<file path="config.mk">
export PLATFORM = sky130hd
export DESIGN_NAME = sram_dma
export DESIGN_NICKNAME = d
export VERILOG_FILES = /design/src/rtl/sram_dma.sv
export SDC_FILE = /design/constraint.sdc
export NUM_CORES = 1
export LEC_CHECK = 0
export ABC_AREA = 1
export BUFFER_PORTS_ARGS = -buffer_cell sky130_fd_sc_hd__buf_2
export CORE_ASPECT_RATIO = 2
export CORE_MARGIN = 2
export CORE_UTILIZATION = 50
export CTS_CLUSTER_DIAMETER = 200
export DETAILED_ROUTE_END_ITERATION = 8
export GPL_ROUTABILITY_DRIVEN = 0
export PLACE_DENSITY_LB_ADDON = 0.1
export RECOVER_POWER = 50
export SYNTH_ARGS = -nofsm -noshare
export SYNTH_HDL_FRONTEND = slang
export SYNTH_SLANG_ARGS = --single-unit
</file>
<file path="constraint.sdc">
create_clock -name clk -period 4 [get_ports clk]
set_clock_uncertainty 0.05 [all_clocks]
set_input_delay 0.2 -clock clk [delete_from_list [all_inputs] [get_ports clk]]
set_output_delay 0.2 -clock clk [all_outputs]
set_load 0.01 [all_outputs]
</file>
<file path="src/rtl/sram_dma.sv">
// Block-copy / fill engine driving one port of the dual-port SRAM.
// Optional fill mode is built only when SRAM_DMA_FILL_EN is defined.
module sram_dma #(
    parameter int AW = 16,
    parameter int LW = 16
) (
    input  logic          clk,
    input  logic          rst_n,
    input  logic          start,
    input  logic          abort,
    input  logic          fill_mode,
    input  logic [AW-1:0] src_addr,
    input  logic [AW-1:0] dst_addr,
    input  logic [LW-1:0] len,
    input  logic [31:0]   fill_data,
    output logic          busy,
    output logic          done,
    output logic          ram_en,
    output logic          ram_we,
    output logic [3:0]    ram_wem,
    output logic [AW-1:0] ram_addr,
    output logic [31:0]   ram_din,
    input  logic [31:0]   ram_dout
);

    typedef enum logic [2:0] {IDLE, RD, WR, FILL, DONE} state_t;

    state_t        state, state_nx;
    logic [AW-1:0] src_ptr, dst_ptr;
    logic [LW-1:0] count;
    logic          accept;
    logic          last;

    assign accept = (state == IDLE) && start && !abort;
    assign last   = (count == LW'(1));

`ifdef SRAM_DMA_FILL_EN
    logic [31:0] fill_q;

    always_ff @(posedge clk or negedge rst_n) begin
        if (!rst_n)
            fill_q <= '0;
        else if (accept)
            fill_q <= fill_data;
    end
`else
    logic unused_fill;
    assign unused_fill = ^{fill_mode, fill_data};
`endif

    always_ff @(posedge clk or negedge rst_n) begin
        if (!rst_n)
            state <= IDLE;
        else
            state <= state_nx;
    end

    // Pointers and count; the abort cycle's access still advances them, harmlessly.
    always_ff @(posedge clk or negedge rst_n) begin
        if (!rst_n) begin
            src_ptr <= '0;
            dst_ptr <= '0;
            count   <= '0;
        end else if (accept) begin
            src_ptr <= src_addr;
            dst_ptr <= dst_addr;
            count   <= len;
        end else if (state == WR) begin
            src_ptr <= src_ptr + 1'b1;
            dst_ptr <= dst_ptr + 1'b1;
            count   <= count - 1'b1;
        end else if (state == FILL) begin
            dst_ptr <= dst_ptr + 1'b1;
            count   <= count - 1'b1;
        end
    end

    always_comb begin
        state_nx = state;
        case (state)
            IDLE: begin
                if (accept) begin
                    if (len == '0)
                        state_nx = DONE;
`ifdef SRAM_DMA_FILL_EN
                    else if (fill_mode)
                        state_nx = FILL;
`endif
                    else
                        state_nx = RD;
                end
            end
            RD:      state_nx = abort ? IDLE : WR;
            WR:      state_nx = abort ? IDLE : (last ? DONE : RD);
`ifdef SRAM_DMA_FILL_EN
            FILL:    state_nx = abort ? IDLE : (last ? DONE : FILL);
`endif
            DONE:    state_nx = IDLE;
            default: state_nx = IDLE;
        endcase
    end

    always_comb begin
        busy     = 1'b0;
        done     = 1'b0;
        ram_en   = 1'b0;
        ram_we   = 1'b0;
        ram_wem  = '0;
        ram_addr = '0;
        ram_din  = '0;
        case (state)
            RD: begin
                busy     = 1'b1;
                ram_en   = 1'b1;
                ram_addr = src_ptr;
            end
            WR: begin
                busy     = 1'b1;
                ram_en   = 1'b1;
                ram_we   = 1'b1;
                ram_wem  = '1;
                ram_addr = dst_ptr;
                ram_din  = ram_dout;
            end
`ifdef SRAM_DMA_FILL_EN
            FILL: begin
                busy     = 1'b1;
                ram_en   = 1'b1;
                ram_we   = 1'b1;
                ram_wem  = '1;
                ram_addr = dst_ptr;
                ram_din  = fill_q;
            end
`endif
            DONE:    done = 1'b1;
            default: ;
        endcase
    end

endmodule

</file>
* After elaboration in Yosys (flattened, before gate mapping)
Index checks and enable logic that the tools add are counted.
Word-level totals: word-level logic and storage cells 41, flip-flop bits (word level) 51, output and inout port bits 56
Operators by class: $add $sub $neg 3, reduce and logical (&&, ||, !) cells 8, muxes and demuxes 20, eq/ne operators 6
Operator list (count):
- 2-to-1 mux 16 bit | 8
- adder 16 x 1 -> 16 bit, second input constant | 2
- 2-to-1 mux 32 bit | 1
- one-hot mux 16 bit (2 select lines) | 1
- == test 16 x 1 -> 1 bit, second input constant | 1
- logical NOT 16 bit | 1
- subtractor 16 x 1 -> 16 bit, second input constant | 1
- 2-to-1 mux 3 bit | 4
- one-hot mux 3 bit (3 select lines) | 1
- == test 3 x 2 -> 1 bit, second input constant | 2
- 2-to-1 mux 4 bit | 1
- == test 3 x 1 -> 1 bit, second input constant | 1
- == test 3 bit, second input constant | 1
- logical NOT 3 bit | 1
- 2-to-1 mux 1 bit | 3
- nonzero test 3 bit | 1
- logical AND 1 bit | 2
- 2-to-1 mux 2 bit | 1
- != test 2 bit, second input constant | 1
- nonzero test 2 bit | 1
- OR reduction 2 bit | 1
- logical NOT 1 bit | 1

* Longest topological paths before layout
Gate-level depths: netlist of the first run.
depth in word-level cells 5, mapped depth 11

* Worst setup path after synthesis of the first run
Ideal clock, no wire load.
kind reg2out, from reg state[2], to out ram_addr[0], cell stages (with the launch flop) 6, buffers on the path 2, data required time 3750 ps, path slack 2471 ps, arrival time 1279 ps, path through dfrtp_1 nor2_4 nand2_2 buf_2 buf_2 o22ai_1
On the way: word-level cells in the longest chain between the ends 2
Ends and longest elaborated chain:
- start, declared | RTL line 28 | state_t state, state_nx;
- start signal, assigned | RTL line 55 | state <= state_nx;
- == test 3 x 2 -> 1 bit or == test 3 x 1 -> 1 bit (tied branches) | RTL line 111 | case (state)
- one-hot mux 16 bit (2 select lines) * | RTL line 111
- end, declared | RTL line 21 | output logic [AW-1:0] ram_addr,
Mark *: on every way between the ends. The rest lies on a longest branch, timed or not.

* Final worst setup path of the first run
from reg state[0], to reg count[3]
On the way: word-level cells in the longest chain between the ends 4
Ends and longest elaborated chain:
- logical NOT 3 bit | RTL line 34 | assign accept = (state == IDLE) && start && !abort;
- logical AND 1 bit (2 in a row) | RTL line 34
- nonzero test 3 bit (no line) or 2-to-1 mux 16 bit (tied branches)
- end signal, assigned | RTL line 67 | count <= len;
- end signal, assigned | RTL line 71 | count <= count - 1'b1;
- end signal, assigned | RTL line 74 | count <= count - 1'b1;
- end, declared | RTL line 30 | logic [LW-1:0] count;
Several ways; a longest one is shown, not always the timed one. A chain may end at the register's enable or synchronous reset.

==> results of run 1 <==
[placed cells by master, fill, tap and decap left out, drive strengths merged]
master	count
dfrtp	51
a21oi	7
or2	3
xnor2	1
nor3	4
ha	4
inv	115
clkbuf	11
nand2	194
o22ai	17
nor2	95
nand3	69
o21ai	39
and2	1
xor2	5
nand4	12
o211ai	9
buf	139
[metrics by stage]
| step | instances | power [W] |
|---|---|---|
| CTS | 870 | 0.00294 |
| global placement | 862 | 0.00243 |
| global route | 870 | 0.00319 |
| detailed placement | 862 | 0.00247 |
| floorplan | 653 | 0.00203 |
| finish | 870 | 0.00293 |
[how the worst max path moves through the flow]
stage,endpoint,depth (start not counted),slack (ns)
finish,count[3],7,0.93
global route,count[7],9,0.65
CTS,ram_addr[14],5,1.31
detailed placement,ram_addr[14],5,1.62
global placement,ram_addr[10],5,1.65
floorplan,ram_addr[0],5,2.47
[per-layer routing]
| layer | wire length, um | global-route usage [%] |
|---|---|---|
| met5 | 0 | 0 |
| met4 | 645 | 18.1 |
| met3 | 555 | 3.53 |
| met2 | 6570 | 51.5 |
| met1 | 4490 | 30.9 |
[registers in the layout, summed over array words and instances (netlist names)]
name and cells:
state 3, count 16, src_ptr 16, dst_ptr 16
[final cells by class]
class / count / area (sq um) / share of cell area (%)
repair buffers: 142 / 709 / 14.9
flip-flops and latches: 51 / 1280 / 26.8
well taps: 94 / 118 / 2.47
multi-input cells: 460 / 2070 / 43.5
inverters: 115 / 432 / 9.07
clock buffers: 8 / 156 / 3.29
[critical path: cells and delay by family, from the launching register on]
| kind | cells | cell delay, ns |
|---|---|---|
| AO/OA/AOI/OAI | 1 | 0.19 |
| buffers and inverters | 3 | 1.40 |
| flip-flops | 1 | 0.39 |
| AND/OR/NAND/NOR | 3 | 0.93 |
[kinds of logic after synthesis]
kind of cell | after synthesis | share of synthesized area, %
buffers and inverters | 142 | 15.4
xor gates and xnor gates | 6 | 1.33
adders and majority gates | 4 | 1.26
DFF | 51 | 32.2
and+or+nand+nor | 378 | 39.6
AOI/OAI and AO/OA | 72 | 10.2
[power groups by stage]
stage,clock network [W],registers (W),logic [W]
floorplan,0,0.000934,0.00110
global placement,0,0.000993,0.00143
detailed placement,0,0.00100,0.00147
CTS,0.000465,0.000993,0.00148
global route,0.000487,0.00103,0.00168
finish,0.000458,0.00100,0.00147
==> results_dict.tcl, run 1 <==
set metrics [dict create \
    holdPathEnd "src_ptr[5]" \
    worstMarginPinSlew_ns 2.84 \
    dieArea_sq_um 8690 \
    pre_cts_slack_ns 1.62 \
    p_clk_share_pct 15.6 \
    nNetsFinal 896 \
    die_y_um 130 \
    rsz0062_at_grt "no" \
    first_global_vias 4219 \
    fin_crit_sh_pct 76.7 \
    postCtsHoldBufs 0 \
    post-route-util_pct 62.2 \
    critPathRequiredTime_ns 4.16 \
    drive_gt1_share_pct 19.7 \
    path_cells "inv_1 > nand3_1 > inv_1 > nand2_1 > inv_1 > nand2_1 > o211ai_1" \
    critPathMaxFanout 38 \
    drt_iter0_drc 251 \
    whs_ns 0.0561 \
    power.switching_w 0.00141 \
    grt_max_degree 52 \
    nFillCells 766 \
    via_count 4487 \
    yosys_warnings 0 \
    ys_types 26 \
    syn_inst 653 \
    die_x_um 66.9 \
    seqPwrFrac_pct 34.1 \
    syn_nets 774 \
    io-pin-count 173 \
    io_buffers 139 \
    r2r-end "count[3]" \
    postPlaceCellArea_sq_um 4620 \
    r2r_setup_slack_ns 0.93 \
    n_antenna_cell 0 \
    setup_slack_ns 0.933 \
    cp_slowest_stage_delay_ns 1.19 \
    synth_most_common_cell "nand2_1" \
    startpoint_type "flip-flop" \
    cellLeakagePower_nw 2.75 \
    synth_area_sq_um 3960 \
    timing.slew.headroom_pct -89.4 \
    min_path_cells 3 \
    clock_path_buffers 2 \
    p_int_w 0.00152 \
    grt_pass1_wl_um 19000 \
    synth.area.top_cells "dfrtp_1, nand2_1, inv_1, nand3_1, nor2_1" \
    max_freq_ghz 0.326 \
    cts_tree "yes" \
    yosys-top-cells-count "nand2_1, inv_1, nor2_1" \
    cts.reportedPaths.clkPinSlew_ns 0.07 \
    track_usage_pct 28.7 \
    clock_latency_ns 0.29 \
    final.setup.tns_ns 0 \
    antenna_found_initial 0 \
    min_from "src_addr[5]" \
    drcViolationCount 0 \
    worst_setup_path_end_kind "flip-flop" \
    viasPerCell 5.16 \
    core_sq_um 7660 \
    post_cts.repair.setup_buffers 0 \
    syn-mean-instance-area_sq_um 6.06 \
    final_antenna_net_count 0 \
    cts_buffers 5 \
    ys.flop_type "dfrtp_1" \
    critPathArrivalTime_ns 3.23 \
    pwr_density_cell_nw_per_um2 616 \
    dp_hpwl_um 9330 \
    final_cell_area_sq_um 4760 \
    slew_violations 52 \
    crit_type "flip-flop to flip-flop" \
    hold_violations 0 \
    combPwrFrac_pct 50.2 \
    outcome "complete, but fails checks" \
    yosys.area.top_type "dfrtp_1" \
    critPathSlowestCell "inv_1" \
    synth_seq_cells 51 \
    initial_core_util_pct 51.7 \
    wirelength_um 12300 \
    r2r-start "state[0]" \
    finalSetupViolCount 0 \
    ys_seq_area_share_pct 32.2 \
    syn2layout_area_growth_pct 20.3 \
    async_flop_share_pct 100 \
    fin_crit_ns 3.07 \
    startpoint "state[0]" \
    cts.sinks 51 \
    ctsResizeCount 0 \
    grt_remaining_overflow 0 \
    row_count 45 \
    irDropWorstVdd_uv 472 \
    routedWlPerCell_um 14.1 \
    crit_top_cell "inv_1" \
    drtPass1Iterations 5 \
    htree_levels 2 \
    swShare_pct 48.2 \
    clock-root-buffer "clkbuf_16" \
    violations "capacitance limit, slew limit" \
    reg2reg_depth 7 \
    max_cap_violations 1 \
    hp-class "input pin to flip-flop" \
    synth_enable_flop_cells 0 \
    synth_top_cell_area_share_pct 32.2 \
]
Note: power is estimated with default switching activity, not from simulation.
==> run 2: changes to the inputs <==
--- a/config.mk
+++ b/config.mk
@@ -9,7 +9,7 @@
 export BUFFER_PORTS_ARGS = -buffer_cell sky130_fd_sc_hd__buf_2
 export CORE_ASPECT_RATIO = 2
 export CORE_MARGIN = 2
-export CORE_UTILIZATION = 50
+export CORE_UTILIZATION = 44
 export CTS_CLUSTER_DIAMETER = 200
 export DETAILED_ROUTE_END_ITERATION = 8
 export GPL_ROUTABILITY_DRIVEN = 0
==> constraint.sdc (replaced) <==
create_clock -name clk -period 2.7 [get_ports clk]
set_clock_uncertainty 0.05 [all_clocks]
set_input_delay 0.135 -clock clk [delete_from_list [all_inputs] [get_ports clk]]
set_output_delay 0.135 -clock clk [all_outputs]
set_load 0.01 [all_outputs]
==> run 2 against run 1 <==
Effect of this change: largest cell class unchanged; the run now ends clean; design area increased by 2.0%; flip-flop and latch count unchanged; register-to-register slack lost 0.49 ns; power up 52%; die area grew 13%; utilization fell by 7.5 points; clock power increased by 68%; sequential share of layout area down 0.53 points; highest routed layer unchanged; worst hold slack got worse by 0.052 ns; cell count is 1.8% higher.
==> results_dict.tcl, run 2 (same netlist as run 1, synthesis figures left out) <==
set metrics [dict create \
    final_antenna_net_count 0 \
    wirelength_um 12700 \
    cts_buffers 5 \
    finalSetupViolCount 0 \
    critPathRequiredTime_ns 2.52 \
    r2r_setup_slack_ns 0.44 \
    grt_remaining_overflow 0 \
    drive_gt1_share_pct 19.4 \
    outcome "completed" \
    hp-class "input pin to flip-flop" \
    via_count 4591 \
    dieArea_sq_um 9820 \
    die_y_um 138 \
    irDropWorstVdd_uv 603 \
    fin_crit_sh_pct 85.8 \
    pwr_density_cell_nw_per_um2 921 \
    clock_latency_ns 0.30 \
    drt_iter0_drc 253 \
    cellLeakagePower_nw 2.77 \
    crit_type "flip-flop to output pin" \
    worst_setup_path_end_kind "output pin" \
    cts_tree "yes" \
    ctsResizeCount 0 \
    post_cts.repair.setup_buffers 0 \
    die_x_um 71.1 \
    n_antenna_cell 0 \
    io-pin-count 173 \
    max_freq_ghz 0.431 \
    grt_max_degree 52 \
    critPathArrivalTime_ns 2.13 \
    final_cell_area_sq_um 4860 \
    syn2layout_area_growth_pct 22.7 \
    drtPass1Iterations 7 \
    critPathMaxFanout 16 \
    clock_path_buffers 2 \
    initial_core_util_pct 44.5 \
    nFillCells 896 \
    max_cap_violations 0 \
    row_count 49 \
    grt_pass1_wl_um 20500 \
    slew_violations 0 \
    cts.reportedPaths.clkPinSlew_ns 0.07 \
    startpoint_type "flip-flop" \
    mostFrequentLayoutCell "nand2_1" \
    first_global_vias 4454 \
    htree_levels 2 \
    antenna_found_initial 0 \
    worstMarginPinSlew_ns 1.33 \
    drcViolationCount 0 \
    timing.slew.headroom_pct 11.1 \
    cts.sinks 51 \
    postPlaceCellArea_sq_um 4650 \
    final_cell_mix "nand2_1, buf_2, inv_1" \
    final.setup.tns_ns 0 \
    routedWlPerCell_um 14.4 \
    track_usage_pct 26.1 \
    io_buffers 139 \
    fin_crit_ns 2.32 \
    viasPerCell 5.18 \
    hold_violations 0 \
    clock-root-buffer "clkbuf_16" \
    rsz0062_at_grt "no" \
    top_regs "count: 16 flops, dst_ptr: 16 flops, src_ptr: 16 flops" \
    nNetsFinal 904 \
    core_sq_um 8890 \
    dp_hpwl_um 9640 \
]
==> run 2: what timing repair did <==
action                                  4_1_cts  5_1_grt
hold buffers                                  5        0
endpoints found under the setup margin        0        0
hold endpoints to repair                     55        0
==> run 2: worst max-delay path, cell delays in order (launching register included) <==
cell     delay [ns]
dfrtp_1        0.43
nor3_1         0.48
inv_1          0.42
o22ai_1        0.31
buf_2          0.19
==> run 2: routing by layer <==
layer | vias to the layer above | routed length, um | GRT usage, % | share of wire [%]
met5 | - | 0 | 0 | 0
met3 | 41 | 484 | 2.99 | 3.8
met2 | 157 | 7000 | 48.5 | 55
li1 | 2290 | - | - | -
met4 | 0 | 503 | 12.9 | 4.0
met1 | 2103 | 4740 | 28.1 | 37
==> run 2: area by class of cell <==
type	instances	area [sq um]	area share [%]
Multi-Input combinational cell	460	2070	42.6
Sequential cell	51	1280	26.3
Timing Repair Buffer	150	778	16.0
Inverter	115	432	8.89
Clock buffer	6	139	2.86
Tap cell	102	128	2.63
Clock inverter	2	35.0	0.721
==> run 2: final timing paths <==
kind / start / endpoint / cells past startpoint
worst max register to register: state[2] / dst_ptr[0] / 10
worst max-delay path: state[2] / ram_addr[14] / 4
worst min-delay path: src_addr[10] / src_ptr[10] / 3
max in group asynchronous: rst_n / count[10] / 3
min in group asynchronous: rst_n / count[6] / 3
worst min register to register: count[1] / count[1] / 2
==> run 2: metrics by stage <==
| step | power [W] | utilization, % | worst slack [ns] | instances | hold WS (ns) |
|---|---|---|---|---|---|
| floorplan | 0.00301 | - | 1.24 | 653 | -0.211 |
| global route | 0.00485 | 54.6 | 0.260 | 886 | 0.0160 |
| global placement | 0.00363 | 52.3 | 0.741 | 873 | 0.263 |
| detailed placement | 0.00370 | 52.3 | 0.693 | 873 | 0.267 |
| CTS | 0.00448 | 54.8 | 0.427 | 886 | 0.00498 |
| finish | 0.00447 | 54.6 | 0.382 | 886 | 0.00457 |
==> run 2: power by group <==
part           switching, W  internal (W)  leakage (nW)  total [W]
sequential         0.000377       0.00111         0.628    0.00149
combinational       0.00146      0.000760          2.06    0.00222
clock              0.000306      0.000462        0.0868   0.000768
==> run 3: changes to the inputs <==
==> config.mk (replaced) <==
export PLATFORM = sky130hd
export DESIGN_NAME = sram_dma
export DESIGN_NICKNAME = d
export VERILOG_FILES = /design/src/rtl/sram_dma.sv
export SDC_FILE = /design/constraint.sdc
export NUM_CORES = 1
export LEC_CHECK = 0
export ABC_AREA = 0
export BUFFER_PORTS_ARGS = -buffer_cell sky130_fd_sc_hd__buf_2
export CORE_ASPECT_RATIO = 2
export CORE_MARGIN = 2
export CORE_UTILIZATION = 41
export CTS_CLUSTER_DIAMETER = 200
export DETAILED_ROUTE_END_ITERATION = 8
export GPL_ROUTABILITY_DRIVEN = 0
export PLACE_DENSITY_LB_ADDON = 0.1
export RECOVER_POWER = 100
export SYNTH_ARGS = -nofsm -noshare
export SYNTH_HDL_FRONTEND = slang
export SYNTH_SLANG_ARGS = --single-unit
==> run 3 against run 2 <==
Effect of this change: global-route usage fell by 1.5 points; clock-buffer cell count is the same; utilization is 0.053 points lower; synthesized cell count fell by 42%; worst setup slack got worse by 0.11 ns; clock power down 2%; cell count fell by 31%; fmax is 4.4% lower; power shrank 43%; sequential share of layout area increased by 4.5 points; routed wire length shrank 19%; largest cell class unchanged; register-to-register slack got worse by 0.16 ns.
==> results_dict.tcl, run 3 <==
set metrics [dict create \
    p_int_w 0.00169 \
    synth_most_common_cell "nand2_1" \
    via_count 3427 \
    fin_crit_ns 2.42 \
    fin_crit_sh_pct 89.7 \
    cellLeakagePower_nw 1.80 \
    irDropWorstVdd_uv 351 \
    power_w 0.00255 \
    viasPerCell 5.65 \
    critPathRequiredTime_ns 2.83 \
    cts_tree "yes" \
    grt_pass1_wl_um 16000 \
    clock-root-buffer "clkbuf_16" \
    htree_levels 2 \
    startpoint_type "flip-flop" \
    startpoint "count[4]" \
    drive_gt1_share_pct 20.5 \
    cts.reportedPaths.clkPinSlew_ns 0.07 \
    nNetsFinal 633 \
    ctsResizeCount 0 \
    worst_setup_path_end_kind "flip-flop" \
    synth_enable_flop_cells 0 \
    ys_seq_area_share_pct 39.6 \
    die_x_um 66.7 \
    max_cap_violations 0 \
    syn_inst 377 \
    pwr_density_cell_nw_per_um2 614 \
    yosys.area.top_type "dfrtp_1" \
    grt_max_degree 60 \
    drcViolationCount 0 \
    clock_latency_ns 0.30 \
    io-pin-count 173 \
    syn2layout_area_growth_pct 28.8 \
    timing.slew.headroom_pct 22.2 \
    initial_core_util_pct 42.4 \
    rsz0062_at_grt "no" \
    postCtsHoldBufs 10 \
    post_cts.repair.setup_buffers 0 \
    async_flop_share_pct 100 \
    final_antenna_net_count 0 \
    met1_length_um 3700 \
    wl_met3_um 563 \
    cp_slowest_stage_delay_ns 0.51 \
    min_path_cells 3 \
    finalSetupViolCount 0 \
    cts.sinks 51 \
    crit_buf_inv 0 \
    wirelength_um 10300 \
    synth.area.top_cells "dfrtp_1, and2_1, nand2_1, a22o_1, nand3_1" \
    critPathArrivalTime_ns 2.55 \
    yosys-top-cells-count "nand2_1, dfrtp_1, and2_1" \
    top_regs "count: 16 flops, dst_ptr: 16 flops, src_ptr: 16 flops" \
    core_sq_um 7600 \
    swShare_pct 33.7 \
    die_y_um 129 \
    dp_hpwl_um 7870 \
    cp_top_family "simple AND/OR/NAND/NOR gates" \
    combPwrFrac_pct 24.8 \
    p_clk_share_pct 29.5 \
    hp-class "input pin to flip-flop" \
    io_buffers 139 \
    ys_types 45 \
    critPathSlowestCell "or4_1" \
    seqPwrFrac_pct 45.8 \
    antenna_found_initial 0 \
    crit_top_cell "or3_1" \
    synth_seq_cells 51 \
    crit_type "flip-flop to flip-flop" \
    drtPass1Iterations 5 \
    min_from "dst_addr[14]" \
    wl_met2_um 5750 \
    dieArea_sq_um 8620 \
    worstMarginPinSlew_ns 1.17 \
    holdPathEnd "dst_ptr[14]" \
    critPathMaxFanout 6 \
    syn_nets 498 \
    ys.flop_type "dfrtp_1" \
    row_count 45 \
    reg2reg_depth 5 \
    mostFrequentLayoutCell "buf_2" \
    clock_path_buffers 2 \
    r2r-end "count[11]" \
    track_usage_pct 24.6 \
    synth_top_cell_area_share_pct 39.6 \
    hold_violations 0 \
    max_freq_ghz 0.413 \
    synth_area_sq_um 3220 \
    outcome "completed" \
    routedWlPerCell_um 16.9 \
    final.setup.tns_ns 0 \
    final_cell_mix "buf_2, clkbuf_1, nand2_1" \
    first_global_vias 3283 \
    grt_remaining_overflow 0 \
    path_cells "or3_1 > or3_1 > or4_1 > a21o_1 > a221o_1" \
    slew_violations 0 \
    highest_layer "met4" \
    yosys_warnings 0 \
    post-route-util_pct 54.6 \
    r2r_setup_slack_ns 0.28 \
    power.switching_w 0.000858 \
    cts_buffers 5 \
    r2r-start "count[4]" \
    drt_iter0_drc 162 \
    syn-mean-instance-area_sq_um 8.54 \
    n_antenna_cell 0 \
]
run 3: changes by cell type after synthesis, moves of 17 or more:
| cell | before | now |
|---|---|---|
| nand2_1 | 192 | 52 |
| inv_1 | 110 | 7 |
| nor2_1 | 92 | 16 |
| nand3_1 | 69 | 24 |
| and2_1 | 1 | 33 |
| clkbuf_1 | 4 | 23 |
| a22o_1 | 0 | 17 |
| o22ai_1 | 17 | 0 |
run 3: final cells by class:
type,count,area (sq um)
multi-input combinational,290,1780
clock buffer,6,139
timing repair buffer,157,778
sequential,51,1280
clock inverter,2,35.0
fill,798,3450
inverter,7,26.3
tap,94,118
run 3: logic make-up after synthesis:
family          share of synthesized area [%]
compound gates                           21.8
xor+xnor                                 2.99
fa+ha+maj                                1.55
buf+inv                                  4.78
flops                                    39.6
mux                                     0.311
simple gates                             29.0
run 3: power by group through the flow:
stage	clock network, W	logic [W]	registers (W)
6_report	0.000751	0.000631	0.00117
5_1_grt	0.000798	0.000711	0.00120
4_1_cts	0.000771	0.000663	0.00116
3_5_place_dp	0	0.000647	0.00118
3_3_place_gp	0	0.000630	0.00117
2_1_floorplan	0	0.000455	0.00109
run 3: tightest hold or removal path, delay by kind of cell:
kind | cells | cell delay [ns]
AOI/OAI and AO/OA | 1 | 0.07
and+or+nand+nor | 1 | 0.03
buffers and inverters | 1 | 0.07
run 3: metrics by stage:
stage / setup WS (ns) / hold slack [ns] / cells / cell area, sq um
floorplan: 0.467 / -0.211 / 377 / 3220
global placement: 0.413 / 0.0766 / 589 / 3970
detailed placement: 0.374 / 0.0646 / 589 / 3970
CTS: 0.365 / 0.00245 / 607 / 4250
global route: 0.180 / 0.0161 / 607 / 4150
finish: 0.277 / 0.00486 / 607 / 4150
run 3: how the worst max path moves through the flow:
stage                     slack, ns        end  depth (start not counted)
after global placement         0.41  count[11]                          5
after CTS                      0.37  count[11]                          5
after detailed placement       0.37  count[11]                          5
after floorplan                0.47  count[11]                          5
after global routing           0.18  count[11]                          5
final                          0.28  count[11]                          5
run 3: metal layers:
metal | vias up | GRT usage, %
li1 | 1653 | -
met1 | 1629 | 26.5
met2 | 127 | 46.0
met3 | 18 | 4.77
met4 | 0 | 9.12
met5 | - | 0
